--- src/rtl/serial_duplex_ctrl_pkg.sv ---
// ============================================================================
// Module : serial_duplex_ctrl_pkg
// Brief  : Shared command/mode encodings and controller state enum.
// Rev    : 1.0
// ============================================================================
`default_nettype none

package serial_duplex_ctrl_pkg;

    localparam logic [1:0] CMD_IDLE  = 2'd0;
    localparam logic [1:0] CMD_START = 2'd1;

    localparam logic [1:0] MODE_DUPLEX  = 2'b00;
    localparam logic [1:0] MODE_TX_ONLY = 2'b01;
    localparam logic [1:0] MODE_RX_ONLY = 2'b10;
    localparam logic [1:0] MODE_RSVD    = 2'b11;

    typedef enum logic [1:0] {
        ST_IDLE  = 2'd0,
        ST_START = 2'd1,
        ST_WAIT  = 2'd2,
        ST_RESP  = 2'd3
    } state_e;

    function automatic logic tx_enabled(input logic [1:0] mode);
        return (mode == MODE_DUPLEX) || (mode == MODE_TX_ONLY);
    endfunction

    function automatic logic rx_enabled(input logic [1:0] mode);
        return (mode == MODE_DUPLEX) || (mode == MODE_RX_ONLY);
    endfunction

endpackage

`default_nettype wire

--- src/rtl/serial_duplex_ctrl_xfer_timeout.sv ---
// ============================================================================
// Module : xfer_timeout
// Brief  : Transfer watchdog; expired flags the TIMEOUT_CYCLES-th enabled cycle.
// Rev    : 1.0
// ============================================================================
`default_nettype none

module xfer_timeout #(
    parameter int TIMEOUT_CYCLES = 256
) (
    input  logic clk,
    input  logic rst,
    input  logic clear_i,
    input  logic enable_i,
    output logic expired_o
);

    localparam int c_CNT_W = (TIMEOUT_CYCLES > 1) ? $clog2(TIMEOUT_CYCLES) : 1;

    logic [c_CNT_W-1:0] cnt_q;
    logic [c_CNT_W-1:0] cnt_d;

    assign expired_o = enable_i && (cnt_q == c_CNT_W'(TIMEOUT_CYCLES - 1));

    always_comb begin
        cnt_d = cnt_q;
        if (clear_i) begin
            cnt_d = '0;
        end else if (enable_i && !expired_o) begin
            cnt_d = cnt_q + c_CNT_W'(1);
        end
    end

    always_ff @(posedge clk or negedge rst) begin
        if (!rst) begin
            cnt_q <= '0;
        end else begin
            cnt_q <= cnt_d;
        end
    end

endmodule

`default_nettype wire

--- src/rtl/serial_duplex_ctrl.sv ---
// ============================================================================
// Module : serial_duplex_ctrl
// Brief  : Host request -> tx/rx command sequencing with timeout and response.
// Rev    : 1.0
// ============================================================================
`default_nettype none

module serial_duplex_ctrl
    import serial_duplex_ctrl_pkg::*;
#(
    parameter int TIMEOUT_CYCLES = 256,
    parameter int START_HOLD     = 2
) (
    input  logic        clk,
    input  logic        rst,
    input  logic        req_valid,
    output logic        req_ready,
    input  logic [31:0] req_data,
    input  logic [1:0]  req_mode,
    output logic [1:0]  tx_state,
    output logic [31:0] tx_word,
    input  logic        tx_finish,
    output logic [1:0]  rx_state,
    input  logic [31:0] rx_word,
    input  logic        rx_finish,
    output logic        rsp_valid,
    input  logic        rsp_ready,
    output logic [31:0] rsp_data,
    output logic        rsp_err,
    output logic        busy
);

    localparam int c_HOLD_W = (START_HOLD > 1) ? $clog2(START_HOLD) : 1;

    state_e              state_q, state_d;
    logic [c_HOLD_W-1:0] hold_q, hold_d;
    logic [1:0]          mode_q, mode_d;
    logic [31:0]         tx_word_q, tx_word_d;
    logic [31:0]         rx_word_q, rx_word_d;
    logic                tx_done_q, tx_done_d;
    logic                rx_done_q, rx_done_d;
    logic [31:0]         rsp_data_q, rsp_data_d;
    logic                rsp_err_q, rsp_err_d;

    logic w_tmo_clear;
    logic w_tmo_en;
    logic w_expired;
    logic w_all_done;
    logic [31:0] w_rx_data;

    xfer_timeout #(
        .TIMEOUT_CYCLES (TIMEOUT_CYCLES)
    ) u_timeout (
        .clk       (clk),
        .rst       (rst),
        .clear_i   (w_tmo_clear),
        .enable_i  (w_tmo_en),
        .expired_o (w_expired)
    );

    // A finish pulse in the current cycle counts toward completion so the
    // response follows the last pulse by exactly one cycle.
    assign w_all_done = (!tx_enabled(mode_q) || tx_done_q || tx_finish) &&
                        (!rx_enabled(mode_q) || rx_done_q || rx_finish);
    assign w_rx_data  = rx_finish ? rx_word : rx_word_q;

    always_comb begin
        state_d     = state_q;
        hold_d      = hold_q;
        mode_d      = mode_q;
        tx_word_d   = tx_word_q;
        rx_word_d   = rx_word_q;
        tx_done_d   = tx_done_q;
        rx_done_d   = rx_done_q;
        rsp_data_d  = rsp_data_q;
        rsp_err_d   = rsp_err_q;
        w_tmo_clear = 1'b0;
        w_tmo_en    = 1'b0;

        if (state_q == ST_START || state_q == ST_WAIT) begin
            w_tmo_en  = 1'b1;
            tx_done_d = tx_done_q | tx_finish;
            rx_done_d = rx_done_q | rx_finish;
            rx_word_d = w_rx_data;
        end

        case (state_q)
            ST_IDLE: begin
                if (req_valid) begin
                    tx_word_d   = req_data;
                    mode_d      = req_mode;
                    tx_done_d   = 1'b0;
                    rx_done_d   = 1'b0;
                    rx_word_d   = '0;
                    hold_d      = '0;
                    w_tmo_clear = 1'b1;
                    if (req_mode == MODE_RSVD) begin
                        state_d    = ST_RESP;
                        rsp_data_d = '0;
                        rsp_err_d  = 1'b1;
                    end else begin
                        state_d = ST_START;
                    end
                end
            end
            ST_START: begin
                hold_d = hold_q + c_HOLD_W'(1);
                if (w_expired) begin
                    state_d    = ST_RESP;
                    rsp_data_d = '0;
                    rsp_err_d  = 1'b1;
                end else if (hold_q == c_HOLD_W'(START_HOLD - 1)) begin
                    state_d = ST_WAIT;
                end
            end
            ST_WAIT: begin
                if (w_all_done) begin
                    state_d    = ST_RESP;
                    rsp_data_d = rx_enabled(mode_q) ? w_rx_data : 32'd0;
                    rsp_err_d  = 1'b0;
                end else if (w_expired) begin
                    state_d    = ST_RESP;
                    rsp_data_d = '0;
                    rsp_err_d  = 1'b1;
                end
            end
            ST_RESP: begin
                if (rsp_ready) begin
                    state_d = ST_IDLE;
                end
            end
            default: state_d = ST_IDLE;
        endcase
    end

    always_ff @(posedge clk or negedge rst) begin
        if (!rst) begin
            state_q    <= ST_IDLE;
            hold_q     <= '0;
            mode_q     <= MODE_DUPLEX;
            tx_word_q  <= '0;
            rx_word_q  <= '0;
            tx_done_q  <= 1'b0;
            rx_done_q  <= 1'b0;
            rsp_data_q <= '0;
            rsp_err_q  <= 1'b0;
        end else begin
            state_q    <= state_d;
            hold_q     <= hold_d;
            mode_q     <= mode_d;
            tx_word_q  <= tx_word_d;
            rx_word_q  <= rx_word_d;
            tx_done_q  <= tx_done_d;
            rx_done_q  <= rx_done_d;
            rsp_data_q <= rsp_data_d;
            rsp_err_q  <= rsp_err_d;
        end
    end

    assign req_ready = (state_q == ST_IDLE);
    assign busy      = (state_q != ST_IDLE);
    assign rsp_valid = (state_q == ST_RESP);
    assign rsp_data  = rsp_data_q;
    assign rsp_err   = rsp_err_q;
    assign tx_word   = tx_word_q;
    assign tx_state  = (state_q == ST_START && tx_enabled(mode_q)) ? CMD_START : CMD_IDLE;
    assign rx_state  = (state_q == ST_START && rx_enabled(mode_q)) ? CMD_START : CMD_IDLE;

endmodule

`default_nettype wire

--- config.mk ---
export PLATFORM = sky130hd
export DESIGN_NAME = serial_duplex_ctrl
export DESIGN_NICKNAME = d
export VERILOG_FILES = /design/src/rtl/serial_duplex_ctrl_pkg.sv /design/src/rtl/serial_duplex_ctrl_xfer_timeout.sv /design/src/rtl/serial_duplex_ctrl.sv
export SDC_FILE = /design/constraint.sdc
export NUM_CORES = 1
export LEC_CHECK = 0
export ABC_AREA = 1
export ABC_CLOCK_PERIOD_IN_PS = 4850
export BUFFER_PORTS_ARGS = -buffer_cell sky130_fd_sc_hd__buf_2
export CORE_AREA = 2 2 114 116
export CTS_BUF_LIST = sky130_fd_sc_hd__clkbuf_8
export CTS_CLUSTER_DIAMETER = 150
export DETAILED_ROUTE_END_ITERATION = 6
export DIE_AREA = 0 0 116 118
export PLACE_DENSITY_LB_ADDON = 0.3
export SYNTH_ARGS = -nofsm -noshare
export SYNTH_HDL_FRONTEND = slang
export SYNTH_HIERARCHICAL = 1
export SYNTH_SLANG_ARGS = --single-unit
--- constraint.sdc ---
create_clock -name clk -period 4.85 [get_ports clk]
set_input_delay 0.97 -clock clk [delete_from_list [all_inputs] [get_ports clk]]
set_output_delay 0.97 -clock clk [all_outputs]
set_load 0.005 [all_outputs]
Yosys cells after proc, flatten, opt, wreduce, memory -nomap -nowiden
Index checks and enable logic that the tools add are counted.
{ "totals": {"ff_bits": 112, "elab_cells": 89} }
{ "op_classes": {"n_addsub": 2, "n_eq_ne": 12, "mux": 38, "bitwise": 2, "n_reduce_logical": 25} }
{ "op_table": {"columns": ["operator", "n"], "rows": [
  ["$mux W32", 9],
  ["$pmux W32 S3", 1],
  ["$mux W1", 16],
  ["$mux W8", 2],
  ["$mux W2", 7],
  ["$add A8 B1 Y8 const B", 1],
  ["$eq A2 B2 Y1 const B", 4],
  ["$eq A8 B8 Y1 const B", 1],
  ["$pmux W2 S4", 1],
  ["$logic_or A1 B1 Y1", 7],
  ["$ne A3 B2 Y1 const B", 2],
  ["$reduce_bool A2 Y1", 3],
  ["$logic_and A1 B1 Y1", 5],
  ["$eq A2 B1 Y1 const B", 2],
  ["$logic_not A2 Y1", 2],
  ["$ne A2 B1 Y1 const B", 2],
  ["$reduce_and A2 Y1", 2],
  ["$reduce_and A4 Y1", 1],
  ["$logic_not A1 Y1", 3],
  ["$pmux W1 S3", 1],
  ["$reduce_and A3 Y1", 1],
  ["$reduce_bool A3 Y1", 1],
  ["$ne A2 B2 Y1 const B", 1],
  ["$or A1 B1 Y1", 2],
  ["other kinds (2)", 2]
]} }

Logic depth before layout (Yosys ltp)
Gate-level depths: netlist of the first run.
{ "depth": {"word_depth": 8, "depth_mapped": 11} }

Modules after synthesis
The synthesis of the first run kept the hierarchy.
{ "modules_own_cells": {"columns": ["module", "n_inst", "cells_per_inst", "area_each_um2", "seq_area_each_um2"], "rows": [
  ["serial_duplex_ctrl", 1, 570, 4864.7, 2602.5],
  ["xfer_timeout", 1, 74, 526.8, 200.2]
]} }

Worst setup path after synthesis of the first run
OpenSTA, ideal clock, no wires.
{ "synth_timing": {"kind": "input to register", "from": "in req_valid", "to": "reg u_timeout.cnt_q[7]", "setup_time_ns": 0.069, "t_arrival_ns": 1.889, "t_required_ns": 4.781, "path_slack_ns": 2.892, "cell_stages": 7, "path_cell_list": "nand2_1 -> clkinv_1 -> buf_2 -> inv_1 -> buf_2 -> nand2_1 -> nor2_2"} }
{ "synth_via": {"elab_chain_len": 3} }
{ "synth_rtl": {"columns": ["element", "line_no", "rtl"], "rows": [
  ["start, declared", "serial_duplex_ctrl.sv:16", "input logic req_valid,"],
  ["$mux W1 *", "serial_duplex_ctrl.sv:89", "if (req_valid) begin"],
  ["$mux W1 *", "serial_duplex_ctrl.sv:87", "case (state_q)"],
  ["named net w_tmo_clear", "serial_duplex_ctrl.sv:45", "logic w_tmo_clear;"],
  ["$mux W8 / $reduce_bool A2 Y1 (equally long branches)", null, null],
  ["end signal, assigned", "serial_duplex_ctrl_xfer_timeout.sv:38", "cnt_q <= cnt_d;"],
  ["end, declared", "serial_duplex_ctrl_xfer_timeout.sv:20", "logic [c_CNT_W-1:0] cnt_q;"]
]} }
The timed path passes the listed nets; every way through them passes the cells marked *.
A chain may end at the register's enable or synchronous reset.

Worst setup path in the final report of the first run
{ "layout_timing": {"from": "reg state_q[0]", "to": "reg u_timeout.cnt_q[1]"} }
{ "layout_via": {"elab_chain_len": 7} }
{ "layout_rtl": {"columns": ["element", "line_no", "rtl"], "rows": [
  ["start, declared", "serial_duplex_ctrl.sv:35", "state_e state_q, state_d;"],
  ["start signal, assigned", "serial_duplex_ctrl.sv:148", "state_q <= state_d;"],
  ["$eq A2 B1 Y1 / $eq A2 B2 Y1 (equally long branches)", "serial_duplex_ctrl.sv:80", "if (state_q == ST_START || state_q == ST_WAIT) begin"],
  ["$logic_or A1 B1 Y1", "serial_duplex_ctrl.sv:80", null],
  ["$mux W1", "serial_duplex_ctrl.sv:80", null],
  ["$logic_and A1 B1 Y1", "serial_duplex_ctrl_xfer_timeout.sv:23", "assign expired_o = enable_i && (cnt_q == c_CNT_W'(TIMEOUT_CYCLES - 1));"],
  ["$logic_not A1 Y1", "serial_duplex_ctrl_xfer_timeout.sv:29", "end else if (enable_i && !expired_o) begin"],
  ["$logic_and A1 B1 Y1", "serial_duplex_ctrl_xfer_timeout.sv:29", null],
  ["$reduce_bool A2 Y1 (no line)", null, null]
]} }
Several ways; a longest one is shown, not always the timed one.

==> qor.txt, run 1 <==
Pwr Total: 3.689 mW
capture point of the worst reg-to-reg path: u_timeout/cnt_q[1]
fin. max-slew vios: 0
Seq cells post-synth: 112
Peak VDD IR: 0.0002532 V
grt total ovfl: 0
min cycle time layout: 3.408 ns
antenna-violating nets left: 0
clock tree buffer depth: 2
gpl congestion: 0.8011
number of global-route vias before repair: 4460
Internal Power: 2.069 mW
first-pass GRT wire length: 21340 µm
area occupied by multi-input gates: 0.002116 mm²
Post-CTS Setup Inserts: 0
final hold violation count: 0
GRT Total Usage: 19.50%
post-synthesis simple-gate area fraction: 27.92%
register area: 0.002803 mm²
final non-filler cell total: 938
DR pass1 iterations: 5
CP top delay family: buffers and inverters
Psw: 1.620 mW
Hold-fix buffers, CTS: 0
root buf cell: clkbuf_8
crit path kind: flop to flop
switch share: 43.91%
Post-Syn Area: 0.005391 mm²
Fillers: 1213
full die area: 0.01369 mm²
Rel. slew slack: 30.29%
Leak: 3.518 nW
initial antenna violation count: 0
Sequential Power Share: 40.0%
crit path launch type: flop
post-synthesis cell type count: 26
worst r2r src: state_q[0]
synthesized instance count: 644
sequential share of the synthesized area: 51.98%
Gates resized, CTS repair: 0
HPWL after DPL: 8374 µm
Layout Nets: 838
design area: 0.006311 mm²
Top cell by count, worst path: inv_1
worst hold path startpoint: tx_word[16]
WL per Instance: 13.65 µm
largest net degree at the start of global routing: 82
WP data required: 5.14 ns
xor/xnor share of the synthesized area: 0%
layout overhead on the synthesized area: 17.06%
setup_tns: 0 ns
largest family of logic cells by synthesized area: simple AND/OR/NAND/NOR gates
setup slack at placement: 1.137 ns
flop2flop setup slack: 1.44 ns
final wirelength: 12800 µm
via count: 4673
Yosys warning total: 6
Placement Cell Area: 0.006130 mm²
Max stage delay on crit path: 0.97 ns
clock skew: 0.006161 ns
Critical-path top delay cell: clkinv_1
Starting Density: 43.43%
CTS tree: yes
Mean Syn Cell Area: 8.372 µm²
Synth Area in Compound Gates: 9.886%
fin crit share: 70.27%
fmax: 293.4 MHz
DRC viols: 0
H-tree depth: 3
antenna cell count: 0
Horiz. Die Dim: 116 µm
Hold Path Stages: 2
core box area: 0.01241 mm²
final worst slack: 1.442 ns
outcome: complete, no violations
Port Buffers: 141
Worst-Margin Slew: 1.042 ns
Vias/cell: 4.982
layout cells sized above 1: 26.11%
Worst Path Buf+Inv: 4
FP Rows: 41
critical path arrival: 3.70 ns
Final setup violation count: 0
Clk pwr share: 14.4%
utilization after layout: 50.84%
DRT iter0 DRCs: 312
CTS Buf Count: 9
Inst Count DP: 922
Worst Reg-to-Reg Cells: 8
Synth Area in Adders: 1.160%
CTS clock-pin slew for the worst setup and hold paths: 0.10 ns
MaxCap Viol Count: 0
Gate power share: 45.6%
CP cell instances: inv_1 > ha_1 > nand2_2 > buf_4 > clkinv_1 > inv_1 > nand2_1 > o21ai_0
die height: 118 µm
mux contribution to synthesized area: 0%
WHS: 0.4822 ns
pwr/cell area: 584.5 mW/mm²
CTS sink cnt: 112
Max Fanout on Critical Path: 70
Ports: 144
Clk Latency, worst-skew pair: 0.37 ns
HP Class: flop to flop
WHS Endpoint: tx_word[16]
unrepaired setup endpoints after global routing: no
crit path capture type: flop
[area by class of cell]
class	count	share of cell area (%)
Inverter	64	3.846
Sequential cell	112	44.41
Tap cell	172	3.410
Timing Repair Buffer	147	11.93
Multi-Input combinational cell	427	33.53
Clock inverter	7	0.9120
Clock buffer	9	1.963
[state kept, by name (all words and copies together), names as in the netlist]
name	count
tx_word	32
rx_word_q	32
rx_done_q	1
mode_q	2
rsp_data	32
tx_done_q	1
rsp_err	1
u_timeout/cnt_q	8
state_q	2
hold_q	1
[kinds of logic (layout without fill, tap and decap cells)]
family                     after synthesis  in the layout
buffers and inverters                  106            227
and+or+nand+nor                        315            315
DFF                                    112            112
AOI/OAI and AO/OA                      105            105
other                                    1              2
adders and majority gates                5              5
[placed cells by master, fill, tap and decap left out, drive strengths merged]
cell type,n
a21oi,34
buf,147
bufinv,1
clkbuf,9
clkinv,2
clkinvlp,1
conb,2
dfrtp,112
ha,5
inv,67
nand2,208
nand3,53
nand4,36
nor2,18
o211ai,1
o21a,1
o21ai,68
o21bai,1
[tightest hold or removal path: cells and delay by family, from the launching register on]
kind / cells / cell delay [ns]
flops: 1 / 0.35
simple gates: 2 / 0.11
[how the worst max path moves through the flow]
stage,startpoint,endpoint,depth (start not counted)
finish,state_q[0],u_timeout/cnt_q[1],8
global route,state_q[0],u_timeout/cnt_q[1],8
CTS,state_q[0],u_timeout/cnt_q[1],8
detailed placement,req_valid,u_timeout/cnt_q[1],7
global placement,req_valid,u_timeout/cnt_q[1],7
floorplan,req_valid,u_timeout/cnt_q[7],7
[power by group through the flow]
stage	logic (mW)	clock network (mW)	registers (mW)
after floorplan	1.22	0	1.48
after global placement	1.63	0	1.48
after detailed placement	1.70	0	1.49
after CTS	1.70	0.557	1.48
after global routing	1.91	0.596	1.52
final	1.68	0.532	1.48
[Yosys cell counts]
library cell | count | area, µm²
a21oi_1 | 34 | 170.2
buf_2 | 22 | 110.1
buf_4 | 7 | 52.55
buf_6 | 4 | 45.04
clkbuf_1 | 9 | 33.78
clkinv_1 | 1 | 3.750
conb_1 | 1 | 3.750
dfrtp_1 | 112 | 2803
ha_1 | 5 | 62.56
inv_1 | 59 | 221.5
inv_2 | 3 | 11.26
inv_4 | 1 | 6.260
nand2_1 | 201 | 754.5
nand2_2 | 4 | 25.02
nand2_4 | 2 | 22.52
nand2_8 | 1 | 20.02
nand3_1 | 32 | 160.2
nand3_2 | 21 | 210.2
nand4_1 | 36 | 225.2
nor2_1 | 12 | 45.04
nor2_2 | 5 | 31.28
nor2_4 | 1 | 11.26
o211ai_1 | 1 | 7.510
o21a_1 | 1 | 7.510
o21ai_0 | 68 | 340.3
o21bai_1 | 1 | 7.510
[metal layers]
metal	share of wire [%]	up-vias	wire [µm]	track usage, %
met3	6.8	11	866	4.274
met5	0	-	0	0
met1	45	2199	5753	26.82
met2	47	159	6070	30.70
li1	-	2304	-	-
met4	0.87	0	112	6.101
Note: power is estimated with default switching activity, not from simulation.
==> run 2, diff against run 1 <==
- ABC_AREA: 1 -> 0
- ABC_CLOCK_PERIOD_IN_PS: 4850 -> 3300
- CORE_AREA: 2 2 114 116 -> 2 2 110 112
- DIE_AREA: 0 0 116 118 -> 0 0 112 114
- clock period: 4.85 -> 3.3 ns (I/O delays scaled with it)
==> run 2 against run 1 <==
- clock skew grew 0.0059 ns
- global-route usage is 1.3 points lower
- maximum frequency rose by 52%
- first-iteration DRC count fell by 13%
- design area is 5.5% lower
- cell count decreased by 24%
- sequential power grew 52%
- clock power is 64% higher
- via count fell by 20%
- area after synthesis fell by 8.2%
- worst hold slack got worse by 0.23 ns
- critical path type unchanged
==> qor.txt, run 2 <==
CP cell instances: inv_1 > ha_1 > and3_1 > inv_1 > nand2_1 > o21ai_2 > buf_4 > o2bb2ai_1
first-pass GRT wire length: 18580 µm
Clk Latency, worst-skew pair: 0.39 ns
WL per Instance: 15.95 µm
commonest cells in the synthesized netlist: dfrtp_1, nand2_1, a21oi_1
Horiz. Die Dim: 112 µm
commonest non-fill, non-tap cells in the layout: buf_2, dfrtp_1, nand2_1
CTS Buf Count: 9
setup_tns: 0 ns
top-count cell post-synth: dfrtp_1
post-synthesis cell type count: 42
Async SR Flop Fraction: 100.0%
antenna-violating nets left: 0
fin. max-slew vios: 0
largest net degree at the start of global routing: 52
synthesized instance count: 424
Mean Syn Cell Area: 11.67 µm²
DR pass1 iterations: 4
initial antenna violation count: 0
FP Rows: 40
final worst slack: 1.061 ns
Synth top area share: 56.64%
most common cell after layout, fill and taps aside: buf_2
full die area: 0.01277 mm²
Hold-fix buffers, CTS: 0
GRT Total Usage: 18.24%
Post-synth EDFFs: 0
setup slack at placement: 1.083 ns
Yosys warning total: 6
layout cells sized above 1: 37.01%
Ports: 144
Leak: 2.942 nW
clock tree buffer depth: 2
DRC viols: 0
Port Buffers: 141
via count: 3755
design area: 0.005963 mm²
final non-filler cell total: 709
root buf cell: clkbuf_8
Top cell by count, worst path: inv_1
core box area: 0.01171 mm²
fmax: 446.7 MHz
crit path launch type: flop
Seq cells post-synth: 112
Fillers: 1076
Gates resized, CTS repair: 0
min cycle time layout: 2.239 ns
gpl congestion: 0.7600
DRT iter0 DRCs: 271
Synth area leader: dfrtp_1
H-tree depth: 3
CTS sink cnt: 112
Worst-Margin Slew: 0.5965 ns
die height: 114 µm
WP data required: 3.59 ns
clock skew: 0.01203 ns
Post-Syn Area: 0.004948 mm²
critical path arrival: 2.53 ns
unrepaired setup endpoints after global routing: no
Rel. slew slack: 60.24%
Vias/cell: 5.296
number of global-route vias before repair: 3780
HPWL after DPL: 7505 µm
grt total ovfl: 0
Inst Count DP: 693
sequential share of the synthesized area: 56.64%
CTS clock-pin slew for the worst setup and hold paths: 0.11 ns
final wirelength: 11310 µm
final hold violation count: 0
Layout Nets: 634
Worst Path Buf+Inv: 3
HP Class: primary input to asynchronous set/reset pin
MaxCap Viol Count: 0
Synth Flop Type: dfrtp_1
CP top delay family: buffers and inverters
pwr/cell area: 873.3 mW/mm²
Max stage delay on crit path: 0.49 ns
Critical-path top delay cell: ha_1
fin crit share: 67.84%
Peak VDD IR: 0.0004664 V
layout overhead on the synthesized area: 20.51%
Starting Density: 42.25%
antenna cell count: 0
CTS tree: yes
Post-CTS Setup Inserts: 0
Placement Cell Area: 0.005753 mm²
crit path kind: flop to flop
Final setup violation count: 0
crit path capture type: flop
outcome: complete, no violations
Max Fanout on Critical Path: 32
largest cells by area after synthesis: dfrtp_1, mux2_2, mux2i_1
## run 2: cell types whose count changed after synthesis, moves of 32 or more
cell and delta:
nand4_1 -34, inv_1 -51, nand2_1 -132, o2bb2ai_1 +32
mux2i_1 +33, o21ai_0 -64, mux2_2 +35
## run 2: worst reg2reg max path: stages, from the launching register on
cell and delay (ns):
dfrtp_1 0.40, inv_1 0.10, ha_1 0.49, and3_1 0.26
inv_1 0.12, nand2_1 0.09, o21ai_2 0.15, buf_4 0.38
o2bb2ai_1 0.17
## run 2: per-layer routing
| layer | track usage (%) | wire [µm] | vias up | share of wire [%] |
|---|---|---|---|---|
| met5 | 0 | 0 | - | 0 |
| met4 | 5.528 | 112 | 0 | 0.99 |
| met3 | 6.323 | 965 | 10 | 8.5 |
| met2 | 29.98 | 5327 | 145 | 47 |
| met1 | 22.99 | 4906 | 1837 | 43 |
| li1 | - | - | 1763 | - |
## run 2: worst paths after layout
path / slack [ns] / cells after the start / start / endpoint
max in group asynchronous: 2.33 / 2 / rst / rsp_data[22]
max reg2reg: 1.06 / 8 / state_q[0] / rsp_data[0]
min in group clk: 0.50 / 2 / req_data[0] / tx_word[0]
min: 0.25 / 1 / rst / rx_word_q[30]
min reg2reg: 0.50 / 1 / rsp_data[7] / rsp_data[7]
max: 1.06 / 8 / state_q[0] / rsp_data[0]
## run 2: report_power, final
| part | leakage [nW] | internal, mW | switching [mW] | total [mW] |
|---|---|---|---|---|
| Sequential | 1.43 | 1.93 | 0.328 | 2.25 |
| Combinational | 1.40 | 0.946 | 1.14 | 2.08 |
| Clock | 0.109 | 0.383 | 0.488 | 0.871 |
| Total | 2.94 | 3.25 | 1.95 | 5.21 |
## run 2: layout make-up
cell class | instances | area [µm²] | area share, %
well taps | 147 | 183.9 | 3.084
clock inverters | 6 | 72.57 | 1.217
multi-input cells | 276 | 1948 | 32.67
inverters | 8 | 30.03 | 0.5036
flip-flops and latches | 112 | 2803 | 47.00
repair buffers | 150 | 788.3 | 13.22
clock buffers | 10 | 137.6 | 2.308
## run 2: metrics by stage
| step | hold WS (ns) | power (mW) | utilization [%] |
|---|---|---|---|
| after floorplan | 0.3644 | 3.638 | - |
| after global placement | 0.4677 | 4.279 | 49.12 |
| after detailed placement | 0.4695 | 4.381 | 49.12 |
| after CTS | 0.2479 | 5.270 | 50.92 |
| after global routing | 0.2752 | 5.601 | 50.92 |
| final | 0.2500 | 5.208 | 50.92 |
## run 2: kinds of logic (layout without fill, tap and decap cells)
kind of cell,count (synthesis),in the layout,synth area share [%]
DFF,112,112,56.64
and+or+nand+nor,109,109,10.37
AOI/OAI and AO/OA,91,91,12.69
muxes,69,69,14.87
buffers and inverters,37,174,4.096
adders and majority gates,5,5,1.264
other,1,2,0.07578
==> run 3, diff against run 2 <==
- ABC_CLOCK_PERIOD_IN_PS: 3300 -> 2000
- clock period: 3.3 -> 2 ns (I/O delays scaled with it)
==> run 3 against run 2 <==
- wire length rose by 6.8%
- register-to-register slack got worse by 1.0 ns
- design area up 4.7%
- setup slack got worse by 1.0 ns
- die area is the same
- critical path type unchanged
==> qor.txt, run 3 (same netlist as run 2, synthesis figures left out) <==
HP Class: primary input to flop
layout overhead on the synthesized area: 26.17%
critical path arrival: 2.25 ns
CTS sink cnt: 112
Leak: 3.058 nW
layout cells sized above 1: 40.10%
FP Rows: 40
first-pass GRT wire length: 18200 µm
Horiz. Die Dim: 112 µm
Pwr Total: 9.393 mW
full die area: 0.01277 mm²
Port Buffers: 141
die height: 114 µm
CTS tree: yes
most common cell after layout, fill and taps aside: buf_2
final non-filler cell total: 723
number of global-route vias before repair: 3662
WP data required: 2.28 ns
Clk Latency, worst-skew pair: 0.39 ns
DRT iter0 DRCs: 262
outcome: complete, no violations
antenna cell count: 0
CTS Buf Count: 9
crit path launch type: flop
Fillers: 1042
HPWL after DPL: 7619 µm
Inst Count DP: 697
grt total ovfl: 0
clock tree buffer depth: 2
WL per Instance: 16.71 µm
DRC viols: 0
fin. max-slew vios: 0
crit path capture type: flop
H-tree depth: 3
fmax: 507.8 MHz
fin crit share: 98.47%
CTS clock-pin slew for the worst setup and hold paths: 0.11 ns
setup slack at placement: 0.02775 ns
commonest non-fill, non-tap cells in the layout: buf_2, dfrtp_1, nand2_1
Ports: 144
via count: 3855
final wirelength: 12080 µm
unrepaired setup endpoints after global routing: yes
final hold violation count: 0
largest net degree at the start of global routing: 46
GRT Total Usage: 17.79%
crit path kind: flop to flop
Layout Nets: 648
DR pass1 iterations: 5
Vias/cell: 5.332
core box area: 0.01171 mm²
Peak VDD IR: 0.0008001 V
Max Fanout on Critical Path: 8
MaxCap Viol Count: 0
gpl congestion: 0.7609
Worst-Margin Slew: 0.5857 ns
clock skew: 0.01007 ns
antenna-violating nets left: 0
Final setup violation count: 0
pwr/cell area: 1504 mW/mm²
final worst slack: 0.03057 ns
min cycle time layout: 1.969 ns
Rel. slew slack: 60.96%
Starting Density: 42.25%
initial antenna violation count: 0
root buf cell: clkbuf_8
[run 3: layout make-up]
cell class	count	area, µm²	area share, %
clock buffer	10	137.6	2.204
sequential	112	2803	44.89
clock inverter	6	75.07	1.202
tap	147	183.9	2.946
timing repair buffer	163	989.7	15.85
inverter	8	30.03	0.4810
multi-input combinational	277	2024	32.42
[run 3: metrics by stage]
step | setup TNS (ns) | area [µm²] | utilization (%) | hold WS, ns
final | 0 | 6243 | 53.31 | 0.2291
after global routing | -0.2900 | 6243 | 53.31 | 0.2122
after CTS | 0 | 6071 | 51.84 | 0.2050
after detailed placement | 0 | 5848 | 49.94 | 0.3275
after global placement | 0 | 5848 | 49.94 | 0.3320
after floorplan | 0 | 4959 | - | 0.1044
[run 3: routing by layer]
metal | share of wire (%) | global-route usage [%]
met1 | 45 | 23.91
met2 | 45 | 26.99
met3 | 7.8 | 4.942
met4 | 1.7 | 8.293
met5 | 0 | 0
[run 3: timing repair]
action	in CTS	in global routing
setup endpoints to repair	0	36
resized for setup	0	14
hold buffers	1	0
buffers inserted	0	5
hold endpoints to repair	23	0
[run 3: worst paths after layout]
path / from / end / slack (ns) / cells past startpoint
min reg2reg: rsp_data[15] / rsp_data[15] / 0.49 / 1
max: state_q[1] / rsp_data[16] / 0.03 / 6
max reg2reg: state_q[1] / rsp_data[16] / 0.03 / 6
max in group asynchronous: rst / rsp_data[27] / 1.00 / 3
min in group asynchronous: rst / rsp_data[9] / 0.45 / 2
min: req_data[29] / tx_word[29] / 0.23 / 2
[run 3: worst max-delay path, stage by stage, from the launching register on]
cell,delay (ns)
dfrtp_1,0.44
buf_4,0.15
ha_1,0.22
a21oi_2,0.46
o21ai_4,0.21
clkbuf_16,0.23
o2bb2ai_1,0.13
[run 3: report_power, final]
part	switching [mW]	internal [mW]	leakage, nW
Clock	0.820	0.631	0.105
Sequential	0.545	3.18	1.43
Combinational	2.15	2.07	1.52
